[src/rtl/diferenciador_pkg.sv]
// Shared defaults, occupancy-state encoding and FIFO entry layout for the
// running-sum differentiator.
package diferenciador_pkg;

    localparam int W_SUM_D = 8;
    localparam int W_INC_D = 10;
    localparam int DEPTH_D = 4;

    typedef enum logic [1:0] {
        VACIO   = 2'd0,
        PARCIAL = 2'd1,
        LLENO   = 2'd2
    } estado_t;

    // FIFO entry: wrap flag sits above the recovered increment.
    typedef struct packed {
        logic               wrap;
        logic [W_INC_D-1:0] inc;
    } entrada_t;

    localparam int W_ENTRADA_D = $bits(entrada_t);

endpackage

[src/rtl/diferenciador_acum_fifo_sinc.sv]
// Synchronous FIFO with extra-MSB pointers; the head reads as zero when empty
// so downstream never sees stale data.
module fifo_sinc #(
    parameter int DEPTH = 4,
    parameter int W     = 11
) (
    input  logic                   clk,
    input  logic                   i_rst_n,
    input  logic                   i_push,
    input  logic [W-1:0]           i_data,
    input  logic                   i_pop,
    output logic [W-1:0]           o_data,
    output logic [$clog2(DEPTH):0] o_count,
    output logic                   o_full,
    output logic                   o_empty
);
    localparam int AW = $clog2(DEPTH);

    logic [W-1:0] r_mem [DEPTH];
    logic [AW:0]  r_wr_ptr;
    logic [AW:0]  r_rd_ptr;
    logic         w_push;
    logic         w_pop;

    assign o_empty = (r_wr_ptr == r_rd_ptr);
    assign o_full  = (r_wr_ptr[AW] != r_rd_ptr[AW]) &&
                     (r_wr_ptr[AW-1:0] == r_rd_ptr[AW-1:0]);
    // Guard against overrun/underrun even if the caller misbehaves.
    assign w_push  = i_push & ~o_full;
    assign w_pop   = i_pop & ~o_empty;
    assign o_count = r_wr_ptr - r_rd_ptr;
    assign o_data  = o_empty ? {W{1'b0}} : r_mem[r_rd_ptr[AW-1:0]];

    // Storage array and write pointer.
    always_ff @(posedge clk or negedge i_rst_n) begin
        if (!i_rst_n) begin
            for (int i = 0; i < DEPTH; i++) begin
                r_mem[i] <= {W{1'b0}};
            end
            r_wr_ptr <= {(AW+1){1'b0}};
        end else if (w_push) begin
            r_mem[r_wr_ptr[AW-1:0]] <= i_data;
            r_wr_ptr                <= r_wr_ptr + (AW+1)'(1);
        end else begin
            r_wr_ptr <= r_wr_ptr;
        end
    end

    // Read pointer.
    always_ff @(posedge clk or negedge i_rst_n) begin
        if (!i_rst_n) begin
            r_rd_ptr <= {(AW+1){1'b0}};
        end else if (w_pop) begin
            r_rd_ptr <= r_rd_ptr + (AW+1)'(1);
        end else begin
            r_rd_ptr <= r_rd_ptr;
        end
    end

endmodule

[src/rtl/diferenciador_acum.sv]
// Recovers per-sample increments from an accumulator's running-sum stream,
// flags modulo wraps and queues {wrap, inc} behind valid/ready handshakes.
module diferenciador_acum
    import diferenciador_pkg::*;
#(
    parameter int W_SUM = W_SUM_D,
    parameter int W_INC = W_INC_D,
    parameter int DEPTH = DEPTH_D
) (
    input  logic                   clk,
    input  logic                   i_rs,
    input  logic [W_SUM-1:0]       i_sum,
    input  logic                   i_sum_clr,
    input  logic                   i_valid,
    output logic                   o_ready,
    output logic [W_INC-1:0]       o_inc,
    output logic                   o_wrap,
    output logic                   o_valid,
    input  logic                   i_ready,
    output logic [$clog2(DEPTH):0] o_count
);
    localparam int CW = $clog2(DEPTH) + 1;

    logic               r_rst_meta;
    logic               r_rst_sync;
    logic [W_SUM-1:0]   r_prev;
    estado_t            r_estado;
    estado_t            w_estado_sig;
    logic               w_push;
    logic               w_pop;
    logic [W_SUM-1:0]   w_ref;
    logic [W_SUM-1:0]   w_delta;
    logic               w_wrap;
    logic [W_INC:0]     w_entrada;
    logic [W_INC:0]     w_cabeza;
    logic [CW-1:0]      w_count;
    logic               w_full;
    logic               w_empty;

    // Reset synchronizer: asserts immediately, releases on the clock.
    always_ff @(posedge clk or negedge i_rs) begin
        if (!i_rs) begin
            r_rst_meta <= 1'b0;
            r_rst_sync <= 1'b0;
        end else begin
            r_rst_meta <= 1'b1;
            r_rst_sync <= r_rst_meta;
        end
    end

    // Handshake flags decode only registered state, never the peer's strobe.
    assign o_valid = (r_estado != VACIO) & ~w_empty;
    assign o_ready = (r_estado != LLENO) & ~w_full;
    assign w_push  = i_valid & o_ready;
    assign w_pop   = o_valid & i_ready;

    assign w_ref     = i_sum_clr ? {W_SUM{1'b0}} : r_prev;
    assign w_delta   = i_sum - w_ref;
    assign w_wrap    = ~i_sum_clr & (i_sum < r_prev);
    assign w_entrada = {w_wrap, W_INC'(w_delta)};

    // Last accepted running sum.
    always_ff @(posedge clk or negedge r_rst_sync) begin
        if (!r_rst_sync) begin
            r_prev <= {W_SUM{1'b0}};
        end else if (w_push) begin
            r_prev <= i_sum;
        end else begin
            r_prev <= r_prev;
        end
    end

    // Occupancy state register.
    always_ff @(posedge clk or negedge r_rst_sync) begin
        if (!r_rst_sync) begin
            r_estado <= VACIO;
        end else begin
            r_estado <= w_estado_sig;
        end
    end

    // Next occupancy state from push/pop and current count.
    always_comb begin
        w_estado_sig = r_estado;
        case (r_estado)
            VACIO: begin
                if (w_push) begin
                    w_estado_sig = PARCIAL;
                end else begin
                    w_estado_sig = VACIO;
                end
            end
            PARCIAL: begin
                if (w_push && !w_pop && (w_count == CW'(DEPTH - 1))) begin
                    w_estado_sig = LLENO;
                end else if (w_pop && !w_push && (w_count == CW'(1))) begin
                    w_estado_sig = VACIO;
                end else begin
                    w_estado_sig = PARCIAL;
                end
            end
            LLENO: begin
                if (w_pop) begin
                    w_estado_sig = PARCIAL;
                end else begin
                    w_estado_sig = LLENO;
                end
            end
            default: begin
                w_estado_sig = VACIO;
            end
        endcase
    end

    fifo_sinc #(
        .DEPTH (DEPTH),
        .W     (W_INC + 1)
    ) u_fifo (
        .clk     (clk),
        .i_rst_n (r_rst_sync),
        .i_push  (w_push),
        .i_data  (w_entrada),
        .i_pop   (w_pop),
        .o_data  (w_cabeza),
        .o_count (w_count),
        .o_full  (w_full),
        .o_empty (w_empty)
    );

    assign o_inc   = w_cabeza[W_INC-1:0];
    assign o_wrap  = w_cabeza[W_INC];
    assign o_count = w_count;

endmodule

[config.mk]
export PLATFORM = sky130hd
export DESIGN_NAME = diferenciador_acum
export DESIGN_NICKNAME = d
export VERILOG_FILES = /design/src/rtl/diferenciador_pkg.sv /design/src/rtl/diferenciador_acum_fifo_sinc.sv /design/src/rtl/diferenciador_acum.sv
export SDC_FILE = /design/constraint.sdc
export NUM_CORES = 1
export LEC_CHECK = 0
export CORE_ASPECT_RATIO = 0.5
export CORE_MARGIN = 3
export CORE_UTILIZATION = 65
export CTS_BUF_LIST = sky130_fd_sc_hd__clkbuf_2
export DETAILED_ROUTE_END_ITERATION = 8
export PLACE_DENSITY = 0.95
export SYNTH_ARGS = -nofsm -noshare
export SYNTH_HDL_FRONTEND = slang
export SYNTH_HIERARCHICAL = 1
export SYNTH_SLANG_ARGS = --single-unit
[constraint.sdc]
create_clock -name clk -period 3.9 [get_ports clk]
set_input_delay 0.585 -clock clk [delete_from_list [all_inputs] [get_ports clk]]
set_output_delay 0.585 -clock clk [all_outputs]
set_load 0.1 [all_outputs]
== Yosys cells after proc, flatten, opt, wreduce, memory -nomap -nowiden ==
Index checks and enable logic that the tools add are counted.

* Bitwise logic cells: 12
* Order comparisons: 4
* Equal/unequal tests: 8
* Reductions and logical operators: 10
* Multiplexer cells: 13
* $add $sub $neg: 4

{| class="wikitable"
|+ Operators with widths
! operator !! count
|-
| $bwmux W44 || 1
|-
| $mux W11 || 4
|-
| $bmux W11 S2 || 1
|-
| $demux W11 S2 || 1
|-
| $lt A8 B8 Y1 || 1
|-
| $mux W8 || 1
|-
| $sub A8 B8 Y8 || 1
|-
| $and A1 B1 Y1 || 7
|-
| $add A3 B1 Y3 const B || 2
|-
| $ge A3 B3 Y1 const B || 2
|-
| $logic_and A1 B1 Y1 || 6
|-
| $not A2 Y3 || 2
|-
| $pmux W2 S3 || 1
|-
| $mux W2 || 2
|-
| $eq A3 B1 Y1 const B || 1
|-
| $eq A3 B2 Y1 const B || 1
|-
| $eq A3 B3 Y1 || 1
|-
| $lt A3 B1 Y1 const B || 1
|-
| $not A1 Y1 || 3
|-
| $sub A3 B3 Y3 || 1
|-
| $eq A2 B1 Y1 const B || 1
|-
| $eq A2 B2 Y1 || 1
|-
| $eq A2 B2 Y1 const B || 1
|-
| $logic_not A1 Y1 || 2
|-
| 5 further kinds || 6
|}

* Output and inout port bits: 16
* Input port bits: 13
* Register bits: 62
* Logic and storage cells: 61

== Depth between registers and ports, before layout ==
* Depth after elaboration: 11
* Depth in mapped cells: 12
* Depth with buffers taken out: 10

== Hierarchy ==
The synthesis kept the hierarchy.

{| class="wikitable"
|+ By module, submodules not included
! module !! area an instance (µm²) !! cells each !! times used
|-
| fifo_sinc || 2606.2 || 164 || 1
|-
| diferenciador_acum || 1036.0 || 118 || 1
|}

== Worst setup path before layout ==
OpenSTA, ideal clock, no wires.

* Path type: register -> output
* Start point: reg u_fifo.r_rd_ptr[1]
* End point: out o_ready
* Buffers on the path: 2
* Data required time: 3315 ps
* Cell stages (with the launch flop): 8
* Path slack: 352 ps
* Arrival time: 2963 ps
* Cells stage by stage: dfrtp_1 > clkbuf_1 > inv_1 > ha_1 > and2_1 > clkbuf_1 > and2_2 > nor2_1

* Word-level cells in the longest chain between the ends: 4

{| class="wikitable"
|+ RTL lines
! what !! RTL line !! RTL
|-
| start: declaration || diferenciador_acum_fifo_sinc.sv:21 || <nowiki>logic [AW:0] r_rd_ptr;</nowiki>
|-
| start signal: assignment || diferenciador_acum_fifo_sinc.sv:52 || <nowiki>r_rd_ptr <= {(AW+1){1'b0}};</nowiki>
|-
| start signal: assignment || diferenciador_acum_fifo_sinc.sv:54 || <nowiki>r_rd_ptr <= r_rd_ptr + (AW+1)'(1);</nowiki>
|-
| start signal: assignment || diferenciador_acum_fifo_sinc.sv:56 || <nowiki>r_rd_ptr <= r_rd_ptr;</nowiki>
|-
| $eq A2 B2 Y1 || diferenciador_acum_fifo_sinc.sv:27 || <nowiki>(r_wr_ptr[AW-1:0] == r_rd_ptr[AW-1:0]);</nowiki>
|-
| $logic_and A1 B1 Y1 || diferenciador_acum_fifo_sinc.sv:26 || <nowiki>assign o_full = (r_wr_ptr[AW] != r_rd_ptr[AW]) &&</nowiki>
|-
| via w_full || diferenciador_acum.sv:37 || <nowiki>logic w_full;</nowiki>
|-
| $not A1 Y1 || diferenciador_acum.sv:53 || <nowiki>assign o_ready = (r_estado != LLENO) & ~w_full;</nowiki>
|-
| $and A1 B1 Y1 || diferenciador_acum.sv:53 ||
|-
| end: declaration || diferenciador_acum.sv:15 || <nowiki>output logic o_ready,</nowiki>
|}

The timed path passes the listed nets, and every way through them passes these cells.

== Worst setup path after layout ==
* Start point: reg u_fifo.r_rd_ptr[1]
* End point: out o_valid

* Word-level cells in the longest chain between the ends: 3

{| class="wikitable"
|+ RTL lines
! what !! RTL line !! RTL
|-
| $eq A3 B3 Y1 || diferenciador_acum_fifo_sinc.sv:25 || <nowiki>assign o_empty = (r_wr_ptr == r_rd_ptr);</nowiki>
|-
| via w_empty || diferenciador_acum.sv:38 || <nowiki>logic w_empty;</nowiki>
|-
| $not A1 Y1 || diferenciador_acum.sv:52 || <nowiki>assign o_valid = (r_estado != VACIO) & ~w_empty;</nowiki>
|-
| $and A1 B1 Y1 || diferenciador_acum.sv:52 ||
|-
| end: declaration || diferenciador_acum.sv:18 || <nowiki>output logic o_valid,</nowiki>
|}

The timed path passes the listed nets, and every way through them passes these cells.

==> run summary <==
status - finished, final reports clean
Setup Skew - 0.0216 ns
root buf cell - clkbuf_2
nets - 362
Skew-Pair Late Insertion Delay - 0.50 ns
R2R depth - 10
post-synthesis register bit count - 62
Synth Area in Adders - 8.31%
vias in the first global route - 2,495
Placer Congestion - 0.800
CTS Buf Count - 9
Min-Delay Path Class - input port to asynchronous set/reset pin
CTS tree - done
die area - 6590 sq um
filler cell count - 285
Pins Over Slew Limit - 0
cells along the critical path - inv_1 > ha_1 > nand2_1 > nor2_2 > o21ba_2 > buf_4
Via density - 5.81
Critical-path top delay cell - dfrtp_1
post-synthesis xor/xnor area fraction - 2.68%
Synth Flop Type - dfrtp_1
clock-pin slew on the worst setup and hold paths - 0.17 ns
# setup viols final - 0
row count - 18
H-tree levels - 3
Final Hold Fails - 0
multiplexer area fraction after synthesis - 25.7%
Die H - 58.9 um
Die X - 112 um
Area Growth Syn to Fin - 14.1%
Initial Utilization - 70.6%
Arr. time, crit path - 2.85 ns
Worst-Margin Slew - 0.697 ns
Antenna Cells - 0
RSZ-0062 raised after global routing - no
Starting DRT DRC Count - 108
Synth top area share - 42.6%
pin count of the biggest net entering global routing - 38
grt ovf - 0
Synth area leaders - dfrtp_1, mux2_4, ha_1
setup repair bufs after CTS - 0
port buffer count - 28
Critical Path RT - 3.31 ns
CTS Sinks - 62
WS Path Type - register to primary output
post-route ant nets - 0
DR vias - 2,330
Setup TNS - 0 ns
CP max FO - 15
max capacitance violation total - 0
crit path time final - 3.43 ns
EDFF count, synth - 0
DRC viols - 0
hold slack - 0.232 ns
R2R Path End - u_fifo/r_mem[21]
DP Wirelength - 5400 um
worst r2r src - u_fifo/r_rd_ptr[1]
drt first pass iters - 4
slew margin rel. - 53.5%
CTS Hold Bufs - 0
CTS Buffer Depth - 2
Synth Instances - 282
area leader, netlist - dfrtp_1
sequential area share after synthesis - 42.6%
first-pass GRT wire length - 12,400 um
post-synthesis async set-or-reset flop share - 100%
Synth Area in Compound Gates - 7.45%
Core Area - 5160 sq um
fmax - 0.291 GHz
initial antenna violation count - 0
I/O Pins - 29
Synth Area in Simple Gates - 9.24%
design area - 4150 sq um
main combinational cell family by area after synthesis - multiplexers
Mapped Area - 3640 sq um
Mapped Avg Cell Area - 12.9 sq um
Final period util - 88.0%
distinct cell type count after synthesis - 44
WL final - 7390 um
CP max stage delay - 0.83 ns
DP Area - 3980 sq um
GR Util All Layers - 24.9%
critical path endpoint category - primary output
Synth Warn # - 6
Startpoint Class - register
r2r setup slk - 0.75 ns
layout cell share with drive strength beyond 1 - 33.5%
wire per inst - 18.4 um
## metal layers
metal | wire, um | track usage, % | up-vias
met3 | 354 | 7.70 | 7
met4 | 45 | 8.84 | 0
li1 | - | - | 1073
met5 | 0 | 0 | -
met2 | 3860 | 44.3 | 57
met1 | 3130 | 29.4 | 1193
## how the worst max path moves through the flow
| stage | cells after the start | end | start |
|---|---|---|---|
| after floorplan | 7 | o_ready | u_fifo/r_rd_ptr[1] |
| after global placement | 10 | u_fifo/r_mem[21] | u_fifo/r_rd_ptr[1] |
| after detailed placement | 10 | u_fifo/r_mem[21] | u_fifo/r_rd_ptr[1] |
| after CTS | 6 | o_valid | u_fifo/r_rd_ptr[1] |
| after global routing | 6 | o_valid | u_fifo/r_rd_ptr[1] |
| final | 6 | o_valid | u_fifo/r_rd_ptr[1] |
## placed cells by master, fill, tap and decap left out, drive strengths merged, types with 4 or more instances in the layout
cell type and instances:
mux2 47, ha 21, xnor2 7, mux4 11
dfrtp 62, nor3 4, clkbuf 9, buf 23
nor2 10, nor2b 16, clkdlybuf4s50 12, a21oi 8
o21ai 11, inv 19, nand2b 9, conb 9
nand2 15
## final cells by class
class	count	area [sq um]	share of cell area, %
Multi-Input combinational cell	199	1980	47.7
Inverter	19	71.3	1.72
Clock buffer	9	45.0	1.08
Sequential cell	62	1550	37.4
Tap cell	70	87.6	2.11
Clock inverter	7	123	2.95
Timing Repair Buffer	35	293	7.05
## kinds of logic (layout without fill, tap and decap cells)
group | after synthesis | after routing
flip-flops | 62 | 62
AND/OR/NAND/NOR | 61 | 61
AO/OA/AOI/OAI | 38 | 38
XOR/XNOR | 9 | 9
buffers and inverters | 28 | 70
multiplexers | 59 | 59
other | 2 | 9
adder cells (fa/ha/maj) | 23 | 23
## metrics by stage
step	util (%)	instances	worst slack, ns
after global placement	77.2	385	0.882
after floorplan	-	289	0.352
final	80.5	401	0.467
after CTS	80.5	401	0.158
after detailed placement	77.2	385	0.777
after global routing	80.5	401	0.230
## state kept, by name, indices dropped and copies added, names as in the netlist
signal           cells
r_estado             2
r_rst_meta           1
u_fifo/r_rd_ptr      3
r_prev               8
u_fifo/r_mem        44
u_fifo/r_wr_ptr      3
r_rst_sync           1
## cell usage after synthesis, types with 2 or more instances
cell type,instances
inv_1,19
ha_1,21
buf_2,2
nand2b_1,9
conb_1,2
nand3_1,2
mux4_2,11
o31a_1,2
buf_6,4
nor3_1,4
xnor2_1,7
a21oi_2,4
a211oi_1,3
nor2_1,10
a21o_1,3
dfrtp_1,62
nor2b_1,15
fa_1,2
a21oi_1,4
mux2_2,7
clkbuf_1,3
nand2_1,15
o21ai_0,11
mux2_4,40
## what timing repair did
item,in CTS,in global routing
resized for setup,0,1
hold endpoints to repair,0,0
setup endpoints to repair,0,1
## critical path, delay by kind of cell, from the launching register on
family                     cells  cell delay, ns
buffers and inverters          2            0.33
DFF                            1            0.83
and+or+nand+nor                2            0.62
adders and majority gates      1            0.31
AOI/OAI and AO/OA              1            0.27
Power is left out: the tool's default activity adds up to more than one toggle a clock period on the data nets, which glitch-free logic cannot reach.
